==> src/rtl/ascon_pack.sv <==
// rtl/ascon_pack.sv - shared types, constants and helpers for the ASCON-128 encrypt core
package ascon_pack;

    // Five 64-bit state words; x0 is the most significant field so that
    // {IV, K_hi, K_lo, N_hi, N_lo} maps directly onto x0..x4.
    typedef struct packed {
        logic [63:0] x0;
        logic [63:0] x1;
        logic [63:0] x2;
        logic [63:0] x3;
        logic [63:0] x4;
    } type_state;

    localparam logic [63:0] ASCON_IV = 64'h80400C0600000000;

    typedef enum logic [2:0] {
        IDLE,
        INIT,
        WAIT_AD,
        AD_PERM,
        WAIT_DATA,
        DATA_PERM,
        FINAL,
        DONE
    } state_t;

    // Round constant for round index r: F0, E1, D2, ... 4B.
    function automatic logic [7:0] round_const(input logic [3:0] r);
        return 8'hF0 - ({4'h0, r} * 8'h0F);
    endfunction

endpackage

==> src/rtl/ascon_round.sv <==
// rtl/ascon_round.sv - one combinational ASCON permutation round
module ascon_round
    import ascon_pack::*;
(
    input  type_state   s_in,
    input  logic [3:0]  rnd,
    output type_state   s_out
);

    function automatic logic [63:0] rotr(input logic [63:0] x, input int n);
        return (x >> n) | (x << (64 - n));
    endfunction

    logic [63:0] x0, x1, x2, x3, x4;
    logic [63:0] t0, t1, t2, t3, t4;

    // Constant addition, bitsliced 5-bit S-box, then per-word linear diffusion.
    always_comb begin
        x0 = s_in.x0;
        x1 = s_in.x1;
        x2 = s_in.x2 ^ {56'h0, round_const(rnd)};
        x3 = s_in.x3;
        x4 = s_in.x4;

        x0 = x0 ^ x4;
        x4 = x4 ^ x3;
        x2 = x2 ^ x1;
        t0 = ~x0 & x1;
        t1 = ~x1 & x2;
        t2 = ~x2 & x3;
        t3 = ~x3 & x4;
        t4 = ~x4 & x0;
        x0 = x0 ^ t1;
        x1 = x1 ^ t2;
        x2 = x2 ^ t3;
        x3 = x3 ^ t4;
        x4 = x4 ^ t0;
        x1 = x1 ^ x0;
        x0 = x0 ^ x4;
        x3 = x3 ^ x2;
        x2 = ~x2;

        s_out.x0 = x0 ^ rotr(x0, 19) ^ rotr(x0, 28);
        s_out.x1 = x1 ^ rotr(x1, 61) ^ rotr(x1, 39);
        s_out.x2 = x2 ^ rotr(x2, 1)  ^ rotr(x2, 6);
        s_out.x3 = x3 ^ rotr(x3, 10) ^ rotr(x3, 17);
        s_out.x4 = x4 ^ rotr(x4, 7)  ^ rotr(x4, 41);
    end

endmodule

==> src/rtl/ascon_encrypt_top.sv <==
// rtl/ascon_encrypt_top.sv - ASCON-128 encrypt core (1 AD word, 3 data words); ASCON_ENC_UNROLL2_EN selects two rounds per cycle
module ascon_encrypt_top
    import ascon_pack::*;
(
    input  logic          clk_i,
    input  logic          rst_i,
    input  logic          start_i,
    input  logic          data_valid_i,
    input  logic [63:0]   data_i,
    input  logic [127:0]  key_i,
    input  logic [127:0]  nonce_i,
    output logic          ready_o,
    output logic          cipher_valid_o,
    output logic [63:0]   cipher_o,
    output logic          end_o,
    output logic [127:0]  tag_o
);

    state_t     state;
    type_state  s;
    logic [3:0] rnd;
    logic [1:0] blk;
    type_state  r1_out;
    type_state  perm_out;

    ascon_round u_round0 (
        .s_in  (s),
        .rnd   (rnd),
        .s_out (r1_out)
    );

`ifdef ASCON_ENC_UNROLL2_EN
    localparam logic [3:0] RND_STEP = 4'd2;

    ascon_round u_round1 (
        .s_in  (r1_out),
        .rnd   (rnd + 4'd1),
        .s_out (perm_out)
    );
`else
    localparam logic [3:0] RND_STEP = 4'd1;

    assign perm_out = r1_out;
`endif

    // Round index at which the current cycle completes round 11.
    localparam logic [3:0] RND_LAST = 4'd12 - RND_STEP;

    // Control FSM, state register and all registered outputs.
    always_ff @(posedge clk_i) begin
        if (rst_i) begin
            state          <= IDLE;
            s              <= '0;
            rnd            <= '0;
            blk            <= '0;
            ready_o        <= 1'b0;
            cipher_valid_o <= 1'b0;
            cipher_o       <= '0;
            end_o          <= 1'b0;
            tag_o          <= '0;
        end else begin
            cipher_valid_o <= 1'b0;
            case (state)
                IDLE, DONE: begin
                    if (start_i) begin
                        s     <= {ASCON_IV, key_i, nonce_i};
                        rnd   <= '0;
                        blk   <= '0;
                        end_o <= 1'b0;
                        state <= INIT;
                    end
                end
                INIT: begin
                    s <= perm_out;
                    if (rnd == RND_LAST) begin
                        s.x3    <= perm_out.x3 ^ key_i[127:64];
                        s.x4    <= perm_out.x4 ^ key_i[63:0];
                        ready_o <= 1'b1;
                        state   <= WAIT_AD;
                    end else begin
                        rnd <= rnd + RND_STEP;
                    end
                end
                WAIT_AD: begin
                    if (data_valid_i) begin
                        s.x0    <= s.x0 ^ data_i;
                        rnd     <= 4'd6;
                        ready_o <= 1'b0;
                        state   <= AD_PERM;
                    end
                end
                AD_PERM: begin
                    s <= perm_out;
                    if (rnd == RND_LAST) begin
                        s.x4    <= perm_out.x4 ^ 64'd1;
                        ready_o <= 1'b1;
                        state   <= WAIT_DATA;
                    end else begin
                        rnd <= rnd + RND_STEP;
                    end
                end
                WAIT_DATA: begin
                    if (data_valid_i) begin
                        s.x0           <= s.x0 ^ data_i;
                        cipher_o       <= s.x0 ^ data_i;
                        cipher_valid_o <= 1'b1;
                        ready_o        <= 1'b0;
                        if (blk == 2'd2) begin
                            s.x1  <= s.x1 ^ key_i[127:64];
                            s.x2  <= s.x2 ^ key_i[63:0];
                            rnd   <= '0;
                            state <= FINAL;
                        end else begin
                            blk   <= blk + 2'd1;
                            rnd   <= 4'd6;
                            state <= DATA_PERM;
                        end
                    end
                end
                DATA_PERM: begin
                    s <= perm_out;
                    if (rnd == RND_LAST) begin
                        ready_o <= 1'b1;
                        state   <= WAIT_DATA;
                    end else begin
                        rnd <= rnd + RND_STEP;
                    end
                end
                FINAL: begin
                    s <= perm_out;
                    if (rnd == RND_LAST) begin
                        tag_o <= {perm_out.x3 ^ key_i[127:64], perm_out.x4 ^ key_i[63:0]};
                        end_o <= 1'b1;
                        state <= DONE;
                    end else begin
                        rnd <= rnd + RND_STEP;
                    end
                end
                default: state <= IDLE;
            endcase
        end
    end

endmodule

==> config.mk <==
export PLATFORM = sky130hd
export DESIGN_NAME = ascon_encrypt_top
export DESIGN_NICKNAME = d
export VERILOG_FILES = /design/src/rtl/ascon_pack.sv /design/src/rtl/ascon_round.sv /design/src/rtl/ascon_encrypt_top.sv
export SDC_FILE = /design/constraint.sdc
export NUM_CORES = 2
export LEC_CHECK = 0
export BUFFER_PORTS_ARGS = -buffer_cell sky130_fd_sc_hd__buf_2
export CORE_ASPECT_RATIO = 1.5
export CORE_MARGIN = 3
export CORE_UTILIZATION = 35
export CTS_BUF_LIST = sky130_fd_sc_hd__clkbuf_8
export CTS_CLUSTER_SIZE = 16
export DETAILED_ROUTE_END_ITERATION = 8
export PLACE_DENSITY = 0.54
export SKIP_LAST_GASP = 1
export SLEW_MARGIN = 10
export SYNTH_ARGS = -nofsm -noshare
export SYNTH_HDL_FRONTEND = slang
export SYNTH_SLANG_ARGS = --single-unit
==> constraint.sdc <==
create_clock -name clk_i -period 8.4 [get_ports clk_i]
set_input_delay 1.26 -clock clk_i [delete_from_list [all_inputs] [get_ports clk_i]]
set_output_delay 1.26 -clock clk_i [all_outputs]
set_load 0.1 [all_outputs]
# Word level (Yosys, flattened, before mapping)
# Index checks and enable logic that the tools add are counted.
# Widths: inputs -> output; s select.
# word_totals
register_bits	524
in_bits	324
output_inout_bits	195
# classes
addsub	3
mul	1
eq_ne	20
mux	33
bitwise	50
reduce_logical	23
# ops
cell	count
$xor 64x64->64	26
$pmux 128 s4	1
$not 64->64	6
$pmux 128 s3	1
$and 64x64->64	5
$mux 320	1
$mux 128	2
$pmux 64 s4	1
$mux 192	1
$mux 64	1
$or 23x64->64	1
$or 25x64->64	1
$or 3x64->64	1
$or 36x64->64	1
$or 45x64->64	1
$or 47x64->64	1
$or 54x64->64	1
$or 57x64->64	1
$or 58x64->64	1
$or 63x64->64	1
$xor 64x8->64	1
$mux 3	7
$pmux 3 s6	1
$mux 4	4
other kinds (28)	62

# Logic depth before layout (Yosys ltp)
# depth
word_depth	12
depth_mapped	17
depth_no_buf	17

# Cells and area by module
# Synthesis repeated with hierarchy kept, for this count alone.
# hier_totals
cells_unflattened	5515
hier_area_um2	46355.7
# modules_own_cells
module	n_inst	cells_per_inst	area_each_um2	seq_area_each_um2
ascon_encrypt_top	1	3920	31607.8	10490.1
ascon_round	1	1595	14747.9	0.0

# Worst setup path before layout
# Ideal clock, no wire load.
# synth_path
kind	register to register
start	register rnd[2]
end	register s[70] (netlist bit)
setup_time_ps	91
arrival_time_ps	4150
required_ps	8309
setup_slack_ps	4159
path_stages_with_launch	16
n_path_buf	0
cell_sequence	dfxtp_1 > inv_1 > fa_1 > ha_1 > inv_1 > ha_1 > fa_1 > a21o_1 > a21oi_1 > xnor2_1 > ha_1 > xor2_1 > xnor2_1 > xnor3_1 > or2_1 > a311oi_1
# synth_via
elab_chain_len	11
# synth_rtl
element	line	rtl
start: declaration	ascon_encrypt_top.sv:21	logic [3:0] rnd;
start signal: assignment	ascon_encrypt_top.sv:81	rnd <= rnd + RND_STEP;
start signal: assignment	ascon_encrypt_top.sv:99	rnd <= rnd + RND_STEP;
start signal: assignment	ascon_encrypt_top.sv:126	rnd <= rnd + RND_STEP;
$mul 4x4->8	ascon_pack.sv:29	return 8'hF0 - ({4'h0, r} * 8'h0F);
$sub 8x8->8	ascon_pack.sv:29	
$xor 64x8->64	ascon_round.sv:21	x2 = s_in.x2 ^ {56'h0, round_const(rnd)};
$xor 64x64->64	ascon_round.sv:27	x2 = x2 ^ x1;
$xor 64x64->64	ascon_round.sv:35	x2 = x2 ^ t3;
$xor 64x64->64	ascon_round.sv:40	x3 = x3 ^ x2;
$xor 64x64->64 (2 in series)	ascon_round.sv:46	s_out.x3 = x3 ^ rotr(x3, 10) ^ rotr(x3, 17);
$xor 64x64->64	ascon_encrypt_top.sv:76	s.x3 <= perm_out.x3 ^ key_i[127:64];
$mux 128	ascon_encrypt_top.sv:75	if (rnd == RND_LAST) begin
$pmux 128 s4 *	ascon_encrypt_top.sv:63	case (state)
end signal: assignment	ascon_encrypt_top.sv:66	s <= {ASCON_IV, key_i, nonce_i};
end signal: assignment	ascon_encrypt_top.sv:74	s <= perm_out;
end signal: assignment	ascon_encrypt_top.sv:93	s <= perm_out;
end: declaration	ascon_encrypt_top.sv:20	type_state s;
# Mark *: on every way between the ends. The rest lies on a longest branch, timed or not.
# A chain may end at the register's enable or synchronous reset.

# Worst setup path after layout
# layout_path
start	register rnd[2]
end	register s[114] (netlist bit)
# layout_via
elab_chain_len	11
# layout_rtl
element	line	rtl
$mul 4x4->8	ascon_pack.sv:29	
$sub 8x8->8	ascon_pack.sv:29	
$xor 64x8->64	ascon_round.sv:21	
$xor 64x64->64	ascon_round.sv:27	
$xor 64x64->64	ascon_round.sv:35	
$xor 64x64->64	ascon_round.sv:40	
$or 47x64->64	ascon_round.sv:11	return (x >> n) | (x << (64 - n));
$xor 64x64->64	ascon_round.sv:46	
$xor 64x64->64	ascon_encrypt_top.sv:76	
$mux 128	ascon_encrypt_top.sv:75	
$pmux 128 s4 *	ascon_encrypt_top.sv:63	
# Marks and branches as above.

==> results.json <==
{
  "status": "completed",
  "clk_latency_ps": 860,
  "antenna_found_initial": 26,
  "grt_usage": 0.326,
  "grt_pass1_vias": 42857,
  "yosys_warnings": 0,
  "wl_per_cell_um": 29.9,
  "seq_area_mm2": 0.0105,
  "h-tree-depth": 3,
  "first_iter_violations": 4559,
  "hp-class": "flip-flop to flip-flop",
  "path_clk_slew_ps": 70,
  "clock-sinks": 524,
  "dr.pass1.iters": 7,
  "whs_path_depth": 2,
  "die_w_um": 304,
  "cts_tree": "yes",
  "synthFlopType": "dfxtp_1",
  "setup.worst_path.start_class": "flip-flop",
  "ctsHoldBuffers": 0,
  "fillCellCount": 13522,
  "root_buffer": "clkbuf_8",
  "initial_core_util": 0.354,
  "grt_overflow": 0,
  "rows": 163,
  "cp.arrival_ps": 5650,
  "numCtsBuffers": 98,
  "ant_nets": 0,
  "period_needed_ps": 4900,
  "slew_violations": 0,
  "required_ps": 9160,
  "ys_top_cells_by_count": "719 x xnor2_1, 534 x nor2_1, 524 x dfxtp_1",
  "grtUsageMet3": 0.0632,
  "ios": 519,
  "multi_input_area_mm2": 0.0337,
  "finalHoldViolCount": 0,
  "drc": 0,
  "r2r-end": "s[114]",
  "period_share": 0.583,
  "synth.most_common_cell": "xnor2_1",
  "grt_pass1_wl_um": 325000,
  "use_met2": 0.525,
  "synth-edff-count": 0,
  "final.setup.tns_ps": 0,
  "final_cells": 7809,
  "viasPerCell": 5.88,
  "tightestPinTransition_ps": 1400,
  "synth_top_area_frac": 0.225,
  "finClkSkew_ps": 62.4,
  "worst_r2r_path_depth": 13,
  "totalWireLength_um": 234000,
  "busiest_layer": "met2",
  "dpl.hpwl_um": 180000,
  "synth_nets": 6238,
  "fmax_mhz": 204,
  "grt_start_max_net_pins": 191,
  "vias": 45896,
  "grt_use_met1": 0.382,
  "hold_end": "blk[0]",
  "slew_headroom": 0.0627,
  "synth_seq_cells": 524,
  "worstPathMaxFanout": 8,
  "yosysTopAreaCell": "dfxtp_1",
  "cts_setup_buffers": 0,
  "place_inst": 7623,
  "syn_avg_cell_area_um2": 8.10,
  "synth-async-reset-ratio": 0,
  "final_layout_size_suffix_gt1_frac": 0.148,
  "port_buffers": 518,
  "rsz0062_at_grt": "false",
  "fin_util": 0.397,
  "synth_cells": 5762,
  "netlist_area_mm2": 0.0466,
  "ys_seq_area_frac": 0.225,
  "r2r_start": "rnd[2]",
  "clock_path_buffers": 3,
  "end_kind": "flip-flop",
  "cts_resized": 0,
  "r2r_slack_ps": 3500,
  "maxCapViolCount": 0,
  "setup_viol": 0,
  "min-delay-start": "blk[0]",
  "place.gp.congestion": 1.07,
  "fin_nets": 6467,
  "synth_cell_types": 58,
  "die_area_mm2": 0.138,
  "synth_area_leaders": "dfxtp_1 22%, xnor2_1 13%, xnor3_1 5.5%, a211oi_1 5.5%, a21oi_1 4.9%",
  "coreArea_mm2": 0.132,
  "syn2layout_area_growth_pct": 12.3,
  "die-height_um": 453,
  "crit_type": "flip-flop to flip-flop"
}
==> sequential cells by signal, summed over array words and instances (netlist names) <==
| signal | count |
|---|---|
| state | 3 |
| end_o | 1 |
| rnd | 4 |
| cipher_o | 64 |
| tag_o | 128 |
| cipher_valid_o | 1 |
| ready_o | 1 |
| s | 320 |
| blk | 2 |
==> worst max path at each step <==
| stage | start | endpoint | slack, ps | depth (start not counted) |
|---|---|---|---|---|
| 5_1_grt | rnd[2] | s[69] | 3170 | 15 |
| 6_report | rnd[2] | s[114] | 3500 | 13 |
| 4_1_cts | rnd[2] | s[114] | 3390 | 13 |
| 3_3_place_gp | rnd[2] | s[114] | 3490 | 13 |
| 3_5_place_dp | rnd[2] | s[114] | 3400 | 13 |
| 2_1_floorplan | rnd[2] | s[70] | 4160 | 15 |
==> area by class of cell <==
class | instances | share of cell area
flip-flops and latches | 524 | 0.200
well taps | 1732 | 0.0414
repair buffers | 597 | 0.0620
clock inverters | 45 | 0.00559
multi-input cells | 4593 | 0.643
diodes | 9 | 0.000430
clock buffers | 132 | 0.0347
inverters | 177 | 0.0127
==> critical path: stages (launching register included) <==
cell and delay [ps]:
dfxtp_1 350, inv_1 230, fa_1 470, ha_1 290, inv_1 40, ha_1 300, fa_1 520, xor2_1 290
ha_1 300, xnor2_1 240, xnor2_1 770, xnor3_1 520, or2_0 240, a311oi_1 250
==> cells in the final DEF (no fill, tap or decap), types with 202 or more instances in the layout <==
cell / instances
xor2_1: 202
xnor2_1: 719
a21oi_1: 455
a211oi_1: 341
buf_2: 516
nand2_1: 356
nor2_1: 532
nand3_1: 256
o21ai_0: 335
dfxtp_1: 522
==> logic make-up after synthesis <==
group / synth area share
AND/OR/NAND/NOR: 0.188
buffers and inverters: 0.0562
adder cells (fa/ha/maj): 0.0413
XOR/XNOR: 0.276
multiplexers: 0.0139
AO/OA/AOI/OAI: 0.200
flip-flops: 0.225
==> through the flow <==
step	instance area, µm²	worst slack (ps)	hold slack, ps
after global routing	52400	3170	487
final	52400	3500	459
after global placement	50200	3490	461
after CTS	52300	3390	462
after detailed placement	50200	3400	453
after floorplan	46600	4160	436
==> routing by layer <==
metal / wire length (µm) / share of wire
met5: 156 / 0.00067
met2: 106000 / 0.45
met4: 21000 / 0.090
met3: 17600 / 0.075
met1: 89400 / 0.38
Power is not shown: default switching activity piles up to over one toggle a cycle in this logic, so the estimate is an artifact.
